**src/rtl/mem_port_arbiter.sv**
```systemverilog
// mem_port_arbiter: one memory line port shared by the icache refill path and
// the dcache read / write-back path. A single owner holds the port at a time.
// Pending write-backs win over reads, and I/D reads alternate round-robin.
// A watchdog releases the port when memory never answers.
module mem_port_arbiter #(
  parameter int ADDR_W  = 26,
  parameter int LINE_W  = 128,
  parameter int TIMEOUT = 255
) (
  input  logic              clk,
  input  logic              reset,
  input  logic              i_req,
  input  logic [ADDR_W-1:0] i_addr,
  output logic [LINE_W-1:0] i_rdata,
  output logic              i_ready,
  input  logic              d_req,
  input  logic [ADDR_W-1:0] d_addr,
  output logic [LINE_W-1:0] d_rdata,
  output logic              d_ready,
  input  logic              d_wreq,
  input  logic [ADDR_W-1:0] d_waddr,
  input  logic [LINE_W-1:0] d_wdata,
  output logic              d_wack,
  output logic              mem_req,
  output logic              mem_we,
  output logic [ADDR_W-1:0] mem_addr,
  output logic [LINE_W-1:0] mem_wdata,
  input  logic [LINE_W-1:0] mem_rdata,
  input  logic              mem_rready,
  input  logic              mem_wack,
  output logic              busy,
  output logic [1:0]        owner,
  output logic              mem_error
);

  localparam logic [2:0] S_IDLE = 3'd0;
  localparam logic [2:0] S_D_WR = 3'd1;
  localparam logic [2:0] S_D_RD = 3'd2;
  localparam logic [2:0] S_I_RD = 3'd3;
  localparam logic [2:0] S_RESP = 3'd4;

  localparam int WD_W = (TIMEOUT > 1) ? $clog2(TIMEOUT + 1) : 1;
  localparam logic [WD_W-1:0] WD_LAST = WD_W'((TIMEOUT > 0) ? TIMEOUT - 1 : 0);

  logic [2:0]        r_state;
  logic              r_rr_last;   // 0 = icache served last, 1 = dcache
  logic [WD_W-1:0]   r_wd_cnt;
  logic              r_mem_req;
  logic              r_mem_we;
  logic [ADDR_W-1:0] r_mem_addr;
  logic [LINE_W-1:0] r_mem_wdata;
  logic [LINE_W-1:0] r_i_rdata;
  logic [LINE_W-1:0] r_d_rdata;
  logic              r_i_ready;
  logic              r_d_ready;
  logic              r_d_wack;
  logic [1:0]        r_owner;
  logic              r_mem_error;

  logic [2:0]        w_sel;
  logic              w_wait;
  logic              w_got_wr;
  logic              w_got_rd;
  logic              w_timeout;

  // Responses only count when they match the kind of transaction in flight.
  assign w_wait    = (r_state == S_D_WR) || (r_state == S_D_RD) || (r_state == S_I_RD);
  assign w_got_wr  = (r_state == S_D_WR) && mem_wack;
  assign w_got_rd  = ((r_state == S_D_RD) || (r_state == S_I_RD)) && mem_rready;
  assign w_timeout = (TIMEOUT > 0) && w_wait && !w_got_wr && !w_got_rd
                     && (r_wd_cnt == WD_LAST);

  // Next owner choice in IDLE: write-back first, then round-robin reads.
  always_comb begin
    w_sel = S_IDLE;
    if (d_wreq) begin
      w_sel = S_D_WR;
    end else if (d_req && i_req) begin
      w_sel = r_rr_last ? S_I_RD : S_D_RD;
    end else if (d_req) begin
      w_sel = S_D_RD;
    end else if (i_req) begin
      w_sel = S_I_RD;
    end
  end

  // Owner FSM, memory request registers, response capture and watchdog.
  always_ff @(posedge clk) begin
    if (reset) begin
      r_state     <= S_IDLE;
      r_rr_last   <= 1'b0;
      r_wd_cnt    <= '0;
      r_mem_req   <= 1'b0;
      r_mem_we    <= 1'b0;
      r_mem_addr  <= '0;
      r_mem_wdata <= '0;
      r_i_rdata   <= '0;
      r_d_rdata   <= '0;
      r_i_ready   <= 1'b0;
      r_d_ready   <= 1'b0;
      r_d_wack    <= 1'b0;
      r_owner     <= 2'd0;
      r_mem_error <= 1'b0;
    end else begin
      r_i_ready <= 1'b0;
      r_d_ready <= 1'b0;
      r_d_wack  <= 1'b0;
      case (r_state)
        S_IDLE: begin
          if (w_sel != S_IDLE) begin
            r_state     <= w_sel;
            r_mem_req   <= 1'b1;
            r_mem_we    <= (w_sel == S_D_WR);
            r_mem_wdata <= d_wdata;
            r_wd_cnt    <= '0;
            if (w_sel == S_D_WR) begin
              r_mem_addr <= d_waddr;
              r_owner    <= 2'd3;
            end else if (w_sel == S_D_RD) begin
              r_mem_addr <= d_addr;
              r_owner    <= 2'd2;
            end else begin
              r_mem_addr <= i_addr;
              r_owner    <= 2'd1;
            end
          end
        end
        S_D_WR, S_D_RD, S_I_RD: begin
          if (w_got_wr || w_got_rd || w_timeout) begin
            r_mem_req <= 1'b0;
            r_state   <= S_RESP;
            if (w_timeout) begin
              r_mem_error <= 1'b1;
            end
            if (r_state == S_D_WR) begin
              r_d_wack <= 1'b1;
            end else if (r_state == S_D_RD) begin
              r_d_ready <= 1'b1;
              if (w_got_rd) begin
                r_d_rdata <= mem_rdata;
                r_rr_last <= 1'b1;
              end
            end else begin
              r_i_ready <= 1'b1;
              if (w_got_rd) begin
                r_i_rdata <= mem_rdata;
                r_rr_last <= 1'b0;
              end
            end
          end else begin
            r_wd_cnt <= r_wd_cnt + 1'b1;
          end
        end
        S_RESP: begin
          // Dead cycle so requesters can drop their request before re-arbitration.
          r_owner <= 2'd0;
          r_state <= S_IDLE;
        end
        default: begin
          r_state   <= S_IDLE;
          r_mem_req <= 1'b0;
          r_owner   <= 2'd0;
        end
      endcase
    end
  end

  assign i_rdata   = r_i_rdata;
  assign i_ready   = r_i_ready;
  assign d_rdata   = r_d_rdata;
  assign d_ready   = r_d_ready;
  assign d_wack    = r_d_wack;
  assign mem_req   = r_mem_req;
  assign mem_we    = r_mem_we;
  assign mem_addr  = r_mem_addr;
  assign mem_wdata = r_mem_wdata;
  assign busy      = (r_state != S_IDLE);
  assign owner     = r_owner;
  assign mem_error = r_mem_error;

endmodule

```
**config.mk**
```make
export PLATFORM = sky130hd
export DESIGN_NAME = mem_port_arbiter
export DESIGN_NICKNAME = d
export VERILOG_FILES = /design/src/rtl/mem_port_arbiter.sv
export SDC_FILE = /design/constraint.sdc
export NUM_CORES = 1
export LEC_CHECK = 0
export CORE_AREA = 2 2 294 296
export DETAILED_ROUTE_END_ITERATION = 16
export DIE_AREA = 0 0 296 298
export PLACE_DENSITY = 0.43
export SETUP_SLACK_MARGIN = 0.3
export SLEW_MARGIN = 30
export SYNTH_ARGS = -nofsm -noshare
export SYNTH_HDL_FRONTEND = slang
export SYNTH_SLANG_ARGS = --single-unit
```
**constraint.sdc**
```tcl
create_clock -name clk -period 5.1 [get_ports clk]
set_clock_uncertainty 0.05 [all_clocks]
set_input_delay 1.02 -clock clk [delete_from_list [all_inputs] [get_ports clk]]
set_output_delay 1.02 -clock clk [all_outputs]
set_load 0.005 [all_outputs]
```
# Yosys cells after proc, flatten, opt, wreduce, memory -nomap -nowiden
# Index checks and enable logic that the tools add are counted.
# W data, S select, Z words.
# totals
in_bits	341
ff_bits	430
# classes
n_eq_ne	10
n_bitwise	5
addsub	1
n_mux	26
n_reduce_logical	29
# ops
operator	n
$mux W26	2
$mux W8	2
$pmux W8 S2	1
$mux W2	6
$reduce_and A5 Y1	2
$eq A3 B2 Y1 const B	3
$mux W1	9
$mux W3	3
$reduce_and A3 Y1	3
$add A8 B1 Y8 const B	1
$eq A8 B8 Y1 const B	1
$eq A3 B1 Y1 const B	2
$logic_and A1 B1 Y1	6
$ne A2 B2 Y1 const B	3
$pmux W3 S2	1
$reduce_and A2 Y1	3
$reduce_bool A3 Y1	2
$reduce_or A3 Y1	2
$logic_or A1 B1 Y1	5
$not A1 Y1	5
$pmux W2 S2	1
$reduce_and A4 Y1	1
$reduce_or A4 Y1	1
$eq A3 B3 Y1 const B	1
other kinds (4)	5

# Depth between registers and ports, before layout
# Gate-level depths: netlist of run 1.
# depth
word_depth	9
mapped_depth	10
mapped_depth_nobuf	8

# Worst setup path after synthesis of run 1
# Ideal clock, no wire load.
# synth_path
path_kind	input -> register
startpoint	input i_req
endpoint	register r_mem_addr[10] (netlist: mem_addr[10])
t_required_ns	4.918
setup_ns	0.132
path_slack_ns	2.297
path_buffers	3
path_stages	9
arrival_time_ns	2.621
path_cell_list	nor2_1 or2_2 ha_1 or4_1 clkbuf_1 clkbuf_1 clkbuf_1 nand2_1 a21oi_1
# synth_via
elab_chain_len	7
word_cells_on_any_way	11
cone_classes	eq/ne (2); mux (6); reduce/logical (3)
# synth_lines
element	line_no	source
start: declaration	12	input logic i_req,
$mux W2	82	end else if (i_req) begin
$mux W2	80	end else if (d_req) begin
$mux W2 (*)	78	end else if (d_req && i_req) begin
$mux W3 (*)	76	if (d_wreq) begin
$eq A3 B2 Y1	119	end else if (w_sel == S_D_RD) begin
$mux W26	119	
$mux W26	116	if (w_sel == S_D_WR) begin
end signal: assignment	117	r_mem_addr <= d_waddr;
end signal: assignment	120	r_mem_addr <= d_addr;
end signal: assignment	123	r_mem_addr <= i_addr;
end: declaration	50	logic [ADDR_W-1:0] r_mem_addr;
# Mark *: on every way between the ends. The rest lies on a longest branch, timed or not.
# A chain may end at the register's enable or synchronous reset.

# Final worst setup path of run 1
# layout_path
startpoint	input d_req
endpoint	register r_mem_wdata[26] (netlist: mem_wdata[26])
# layout_via
elab_chain_len	5
word_cells_on_any_way	6
cone_classes	mux (3); reduce/logical (3)
# layout_lines
element	line_no	source
start: declaration	16	input logic d_req,
$mux W2 / $logic_and A1 B1 Y1 (equally long branches)	80, 78	
$mux W2 (*)	78	
$mux W3 (*)	76	
$reduce_bool A3 Y1 (*)	110	if (w_sel != S_IDLE) begin
$reduce_and A2 Y1 (no source line) (*)	--	
end signal: assignment	114	r_mem_wdata <= d_wdata;
end: declaration	51	logic [LINE_W-1:0] r_mem_wdata;
# Marks and branches as above.

==> metrics.md, run 1 <==
| Metric | Value |
|---|---|
| Status | `complete, no violations` |
| Post-CTS setup buffers | `0` |
| Fmax | `about 0.30 GHz` |
| Max-cap violations | `0` |
| Clk pwr share | `between 40% and 50%` |
| Comb power frac | `between 10 and 15%` |
| CTS buffer count | `53` |
| Worst-Skew Late Latency | `0.58 ns` |
| Pre-Repair DR Iteration Count | `5` |
| Post-DP Area | `0.0242 mm^2` |
| CTS Sinks | `430` |
| Final setup vio count | `0` |
| Hold path start | `mem_wdata[46]$_SDFFE_PP0P_` |
| First-pass GRT wire length | `101,000 um` |
| Clock Tree Buf Depth | `3` |
| Post-synthesis sequential area ratio | `between 50% and 60%` |
| R2R depth | `8` |
| CP max FO | `86` |
| CP arrival | `about 3.8 ns` |
| Switching Share | `between 20% and 30%` |
| Reg-to-Reg End | `mem_wdata[9]$_SDFFE_PP0P_` |
| Flop2flop setup slack | `between 2 and 2.5 ns` |
| GR Util All Layers | `between 10% and 20%` |
| P_sw | `about 2200 uW` |
| Setup TNS | `0 ns` |
| Area Growth Syn to Fin | `69.3%` |
| Worst Max-Slew Pin Slew | `0.914 ns` |
| Flop pwr share | `41.0%` |
| Tcrit/Tclk final | `64.6%` |
| Reg2Reg Launch Point | `r_rr_last$_SDFFE_PP0P_` |
| Core Util, Final | `30.8%` |
| Crit. End Element | `register` |
| Routed len/inst | `18.0 um` |
| Static leakage | `0.00899 uW` |
| Post-Syn Instances | `1,992` |
| # DRC | `0` |
| 1st-iter DRT viols | `640` |
| Int Power | `between 6000 and 7000 uW` |
| Max IR drop VDD | `0.246 mV` |
| Vias per cell | `4.11` |
| Slew HR | `39.1%` |
| Largest net degree at the start of global routing | `162` |
| Power Total | `~8800 uW` |
| Hold buffer count at CTS | `0` |
| Final instance area | `0.0261 mm^2` |
| RSZ-0062 raised after global routing | `false` |
| Grt ovf | `0` |
| Max Slew Vio Count | `0` |
| CTS tree | `built` |
| Crit path launch | `d_req` |
| Post-synth net total | `2,338` |
| Die Area | `roughly 0.088 mm^2` |
| Detailed Place HPWL | `49,500 um` |
| Power per Cell Area | `337 mW/mm^2` |
| Post-Syn Area | `~0.015 mm^2` |
| WS Path Type | `input port to register` |
| Startpoint Class | `input port` |
| Post-CTS sizing | `0` |
| Port Buffers | `roughly 760` |
| Final Net Count | `3,024` |
| Setup crit end | `mem_wdata[26]$_SDFFE_PP0P_` |
| Tmin final | `3.30 ns` |
| Drt total wl | `69,600 um` |
| CP required | `5.56 ns` |
| H-tree depth | `2` |
| Share of layout cells above drive strength 1 | `4.59%` |
| Worst Hold Class | `register to register` |
| DR vias | `~16,000` |
| Netlist cell types | `36` |
| Syn Area/Cell | `7.74 um^2` |
| CTS Root Cell | `clkbuf_16` |
| Final Hold Fails | `0` |
| Synth Warn # | `0` |
| Rows | `107` |
| Vias in the first global route | `15,982` |
| Initial antenna violation count | `13` |
| Boundary pin count | `760` |
| Starting density of the core | `18.2%` |
| RePlAce Congestion | `0.827` |
| #FFs+latches synth | `430` |
| Core box area | `0.0849 mm^2` |
| Routed Antenna Nets | `0` |
| Commonest non-fill, non-tap cell in the layout | `nand2_1` |
| Clock transition at the registers of the reported paths | `around 0.060 ns` |
| Die width | `296 um` |
| Most frequent cells in the layout | `nand2_1, clkdlybuf4s50_1, dfxtp_1` |
| Die Height | `298 um` |
## per-layer routing
layer  vias to the layer above  wire length, um  global-route usage (%)  part of all wire, %
li1                       7834                -                       -                    -
met1                      7386            27100                    16.7                   39
met2                       583            32800                    25.4                   47
met3                       108             7980                    6.90                   11
met4                        10             1750                    4.58                  2.5
met5                         -               65                       0                0.093
## critical path: stages
cell	delay, ns
clkdlybuf4s50_1	0.51
nand2b_1	0.07
a21o_1	0.23
inv_1	0.10
ha_1	0.29
or4_4	0.78
buf_12	0.39
nand2_1	0.10
a21oi_1	0.16
## per-stage QoR
stage	worst slack [ns]	cells	hold WS [ns]
global route	1.58	3870	0.417
global placement	1.26	3766	0.388
finish	1.80	3871	0.400
detailed placement	1.18	3766	0.394
CTS	1.82	3865	0.404
floorplan	2.30	1992	0.381
## layout make-up
type | count | area (um^2)
antenna | 5 | 12.5
clock buffer | 83 | 1680
clock inverter | 16 | 198
fill | 9147 | 58800
inverter | 7 | 26.3
multi-input combinational | 1404 | 6240
sequential | 430 | 8610
tap | 1144 | 1430
timing repair buffer | 782 | 7910
## registers in the layout, summed over array words and instances (netlist names)
signal     count
i_rdata      128
d_rdata      128
i_ready        1
d_wack         1
r_state        3
mem_error      1
mem_wdata    128
mem_we         1
d_ready        1
r_rr_last      1
r_wd_cnt       8
mem_addr      26
mem_req        1
owner          2
## cells in the mapped netlist
master / instances / share of area, %
nand2_1: 858 / 21
dfxtp_1: 430 / 56
a21oi_1: 422 / 14
clkbuf_1: 129 / 3.1
o21ai_0: 29 / 0.94
mux2i_1: 26 / 1.7
buf_2: 20 / 0.65
nor2_1: 16 / 0.39
nand3_1: 9 / 0.29
inv_1: 7 / 0.17
ha_1: 5 / 0.41
nor3_1: 5 / 0.16
or4_1: 4 / 0.19
nand2b_1: 3 / 0.12
o31ai_1: 3 / 0.15
a22oi_1: 2 / 0.097
buf_1: 2 / 0.049
nand3b_1: 2 / 0.097
nand4_1: 2 / 0.081
or2_2: 2 / 0.081
a211o_1: 1 / 0.057
a21boi_1: 1 / 0.049
a21o_1: 1 / 0.049
a2bb2oi_1: 1 / 0.057
a31oi_1: 1 / 0.041
a32oi_1: 1 / 0.057
nor2b_1: 1 / 0.041
nor4_1: 1 / 0.041
nor4_2: 1 / 0.081
o211ai_1: 1 / 0.049
o221ai_1: 1 / 0.057
o2bb2ai_2: 1 / 0.097
or3_1: 1 / 0.041
or3b_1: 1 / 0.057
or4b_4: 1 / 0.089
xnor2_1: 1 / 0.057
## how the worst min path moves through the flow
stage                                             end  depth (start not counted)
after detailed placement        owner[0]$_SDFFE_PP0P_                          2
after global routing       mem_wdata[77]$_SDFFE_PP0P_                          2
after floorplan                r_rr_last$_SDFFE_PP0P_                          2
final                      mem_wdata[46]$_SDFFE_PP0P_                          2
after CTS                 mem_wdata[111]$_SDFFE_PP0P_                          2
after global placement          owner[1]$_SDFFE_PP0P_                          2
## power groups by stage
stage                     Combinational, uW  Sequential (uW)  Clock [uW]
final                                  1220             3610        3980
after global routing                   1330             3630        4270
after CTS                              1250             3610        4150
after detailed placement               1240             3690           0
after global placement                 1240             3680           0
after floorplan                         428             3690           0
## cells by family after synthesis
kind of cell | count (synthesis) | synth area share [%]
simple gates | 907 | 22.6
compound gates | 465 | 15.4
flops | 430 | 55.8
buf+inv | 158 | 4.01
mux | 26 | 1.69
fa+ha+maj | 5 | 0.406
xor+xnor | 1 | 0.0568
No activity file was read; power rests on OpenSTA's default activity.
==> run 2: changes to the inputs <==
--- a/config.mk
+++ b/config.mk
@@ -8,7 +8,7 @@
 export CORE_AREA = 2 2 294 296
 export DETAILED_ROUTE_END_ITERATION = 16
 export DIE_AREA = 0 0 296 298
-export PLACE_DENSITY = 0.43
+export PLACE_DENSITY = 0.45
 export SETUP_SLACK_MARGIN = 0.3
 export SLEW_MARGIN = 30
 export SYNTH_ARGS = -nofsm -noshare
==> constraint.sdc (replaced) <==
create_clock -name clk -period 2.91 [get_ports clk]
set_clock_uncertainty 0.05 [all_clocks]
set_input_delay 0.582 -clock clk [delete_from_list [all_inputs] [get_ports clk]]
set_output_delay 0.582 -clock clk [all_outputs]
set_load 0.005 [all_outputs]
==> metrics.md, run 2 (synthesis results as in run 1) <==
| Metric | Value |
|---|---|
| Status | `complete, no violations` |
| Die Area | `0.0882 mm^2` |
| RSZ-0062 raised after global routing | `false` |
| Starting density of the core | `18.2%` |
| Switching Share | `25.4%` |
| Core box area | `0.0849 mm^2` |
| WS Path Type | `register to primary output` |
| CTS tree | `built` |
| Detailed Place HPWL | `approximately 50,000 um` |
| Final instance area | `0.0263 mm^2` |
| 1st-iter DRT viols | `667` |
| Max Slew Vio Count | `0` |
| Post-DP Area | `0.0245 mm^2` |
| Final setup vio count | `0` |
| Tcrit/Tclk final | `85.9%` |
| CTS Sinks | `430` |
| H-tree depth | `2` |
| Final Hold Fails | `0` |
| GR Util All Layers | `14.9%` |
| Static leakage | `0.00907 uW` |
| Clock transition at the registers of the reported paths | `0.06 ns` |
| Flop pwr share | `41.1%` |
| First-pass GRT wire length | `around 100,000 um` |
| CTS Root Cell | `clkbuf_16` |
| Fmax | `~0.40 GHz` |
| Slowest cell delay on critical path | `0.54 ns` |
| CP max-delay cell | `clkdlybuf4s50_1` |
| Routed Antenna Nets | `0` |
| CP arrival | `approximately 1.9 ns` |
| CP max FO | `7` |
| Vias in the first global route | `15,566` |
| Reg2Reg Launch Point | `r_rr_last$_SDFFE_PP0P_` |
| Pre-Repair DR Iteration Count | `4` |
| DR vias | `around 16,000` |
| Worst Hold Class | `input port to register` |
| Startpoint Class | `register` |
| Reg-to-Reg End | `mem_addr[10]$_SDFFE_PP0P_` |
| Critical path, cell by cell | `buf_4 -> nor3_2 -> inv_1 -> clkdlybuf4s50_1` |
| Die Height | `298 um` |
| # DRC | `0` |
| Drt total wl | `69,100 um` |
| Port Buffers | `759` |
| Share of layout cells above drive strength 1 | `5.08%` |
| Max IR drop VDD | `0.451 mV` |
| Crit. End Element | `primary output` |
| Core Util, Final | `31.0%` |
| Largest net degree at the start of global routing | `133` |
| Boundary pin count | `760` |
| Comb power frac | `around 14%` |
| Fillers | `9,136` |
| Worst-Skew Late Latency | `about 0.60 ns` |
| Initial antenna violation count | `3` |
| Levels on crit path | `4` |
| Setup TNS | `0 ns` |
| Grt ovf | `0` |
| Hold buffer count at CTS | `0` |
| Commonest non-fill, non-tap cell in the layout | `nand2_1` |
| Buf+Inv Stages, Crit Path | `3` |
| Die width | `296 um` |
| Hold path start | `reset` |
| CP required | `2.28 ns` |
| P_sw | `3900 uW` |
| Power per Cell Area | `585 mW/mm^2` |
| Routed len/inst | `17.8 um` |
| Most frequent cells in the layout | `nand2_1, clkdlybuf4s50_1, dfxtp_1` |
| Worst hold path endpoint | `d_rdata[110]$_SDFFE_PP0P_` |
| Final Net Count | `3,045` |
| Clock Tree Buf Depth | `3` |
| Slew HR | `between 40% and 50%` |
| RePlAce Congestion | `0.792` |
| R2R depth | `8` |
| Tmin final | `between 2 and 2.5 ns` |
| Hold Path Cell Cnt | `2` |
| Int Power | `about 11,000 uW` |
| Clk pwr share | `44.4%` |
| Rows | `107` |
| Worst Max-Slew Pin Slew | `between 0.7 and 0.8 ns` |
| Flop2flop setup slack | `0.74 ns` |
| Area Growth Syn to Fin | `70.4%` |
| Vias per cell | `4.04` |
| Max-cap violations | `0` |
| CP top delay family | `buffers and inverters` |
| CTS buffer count | `53` |
run 2: repair_timing:
item,CTS,global route
buffers inserted,0,0
gates resized for setup,4,0
endpoints found under the setup margin,1,0
run 2: final cells by class:
cell class                      count  area (um^2)  share of cell area, %
Sequential cell                   430         8610                   32.8
Timing Repair Buffer              803         8200                   31.2
Multi-Input combinational cell   1404         6250                   23.8
Clock buffer                       74         1500                   5.69
Tap cell                         1144         1430                   5.45
Clock inverter                     17          269                   1.02
Inverter                            7         26.3                  0.100
Antenna cell                        2         5.00                 0.0190
run 2: power by group through the flow:
stage / registers, uW / logic (uW) / clock network, uW
after global routing: 6350 / 2440 / 7320
after floorplan: 6460 / 750 / 0
final: 6320 / 2220 / 6820
after CTS: 6330 / 2280 / 7110
after global placement: 6450 / 2270 / 0
after detailed placement: 6450 / 2270 / 0
run 2: through the flow:
stage                     total power (uW)  std cells  hold slack, ns  worst slack (ns)
after floorplan                       7210       1992           0.381             0.545
after global placement                8720       3788           0.389           0.00854
after detailed placement              8720       3788           0.395           -0.0166
after CTS                            15700       3879           0.235             0.365
after global routing                 16100       3879           0.261             0.342
final                                15400       3881           0.279             0.411
run 2: worst max-delay path by stage:
stage,startpoint,endpoint
after detailed placement,i_req,owner[1]$_SDFFE_PP0P_
after global placement,i_req,mem_addr[16]$_SDFFE_PP0P_
after floorplan,i_req,mem_wdata[0]$_SDFFE_PP0P_
after global routing,r_state[0]$_SDFFE_PP0P_,busy
final,r_state[0]$_SDFFE_PP0P_,busy
after CTS,r_state[0]$_SDFFE_PP0P_,busy
run 2: worst reg2reg max path, delay by kind of cell, from the launching register on:
| family | cells | cell delay [ns] |
|---|---|---|
| AOI/OAI and AO/OA | 2 | 0.22 |
| DFF | 1 | 0.39 |
| adders and majority gates | 1 | 0.21 |
| buffers and inverters | 2 | 0.39 |
| and+or+nand+nor | 3 | 0.77 |
run 2: per-layer routing:
layer	global-route usage (%)	up-vias	wire [um]	share of wire, %
li1	-	7876	-	-
met1	16.7	7192	27300	40
met2	25.5	527	32700	47
met3	6.68	75	7590	11
met4	3.60	2	1430	2.1
met5	0	-	13	0.019
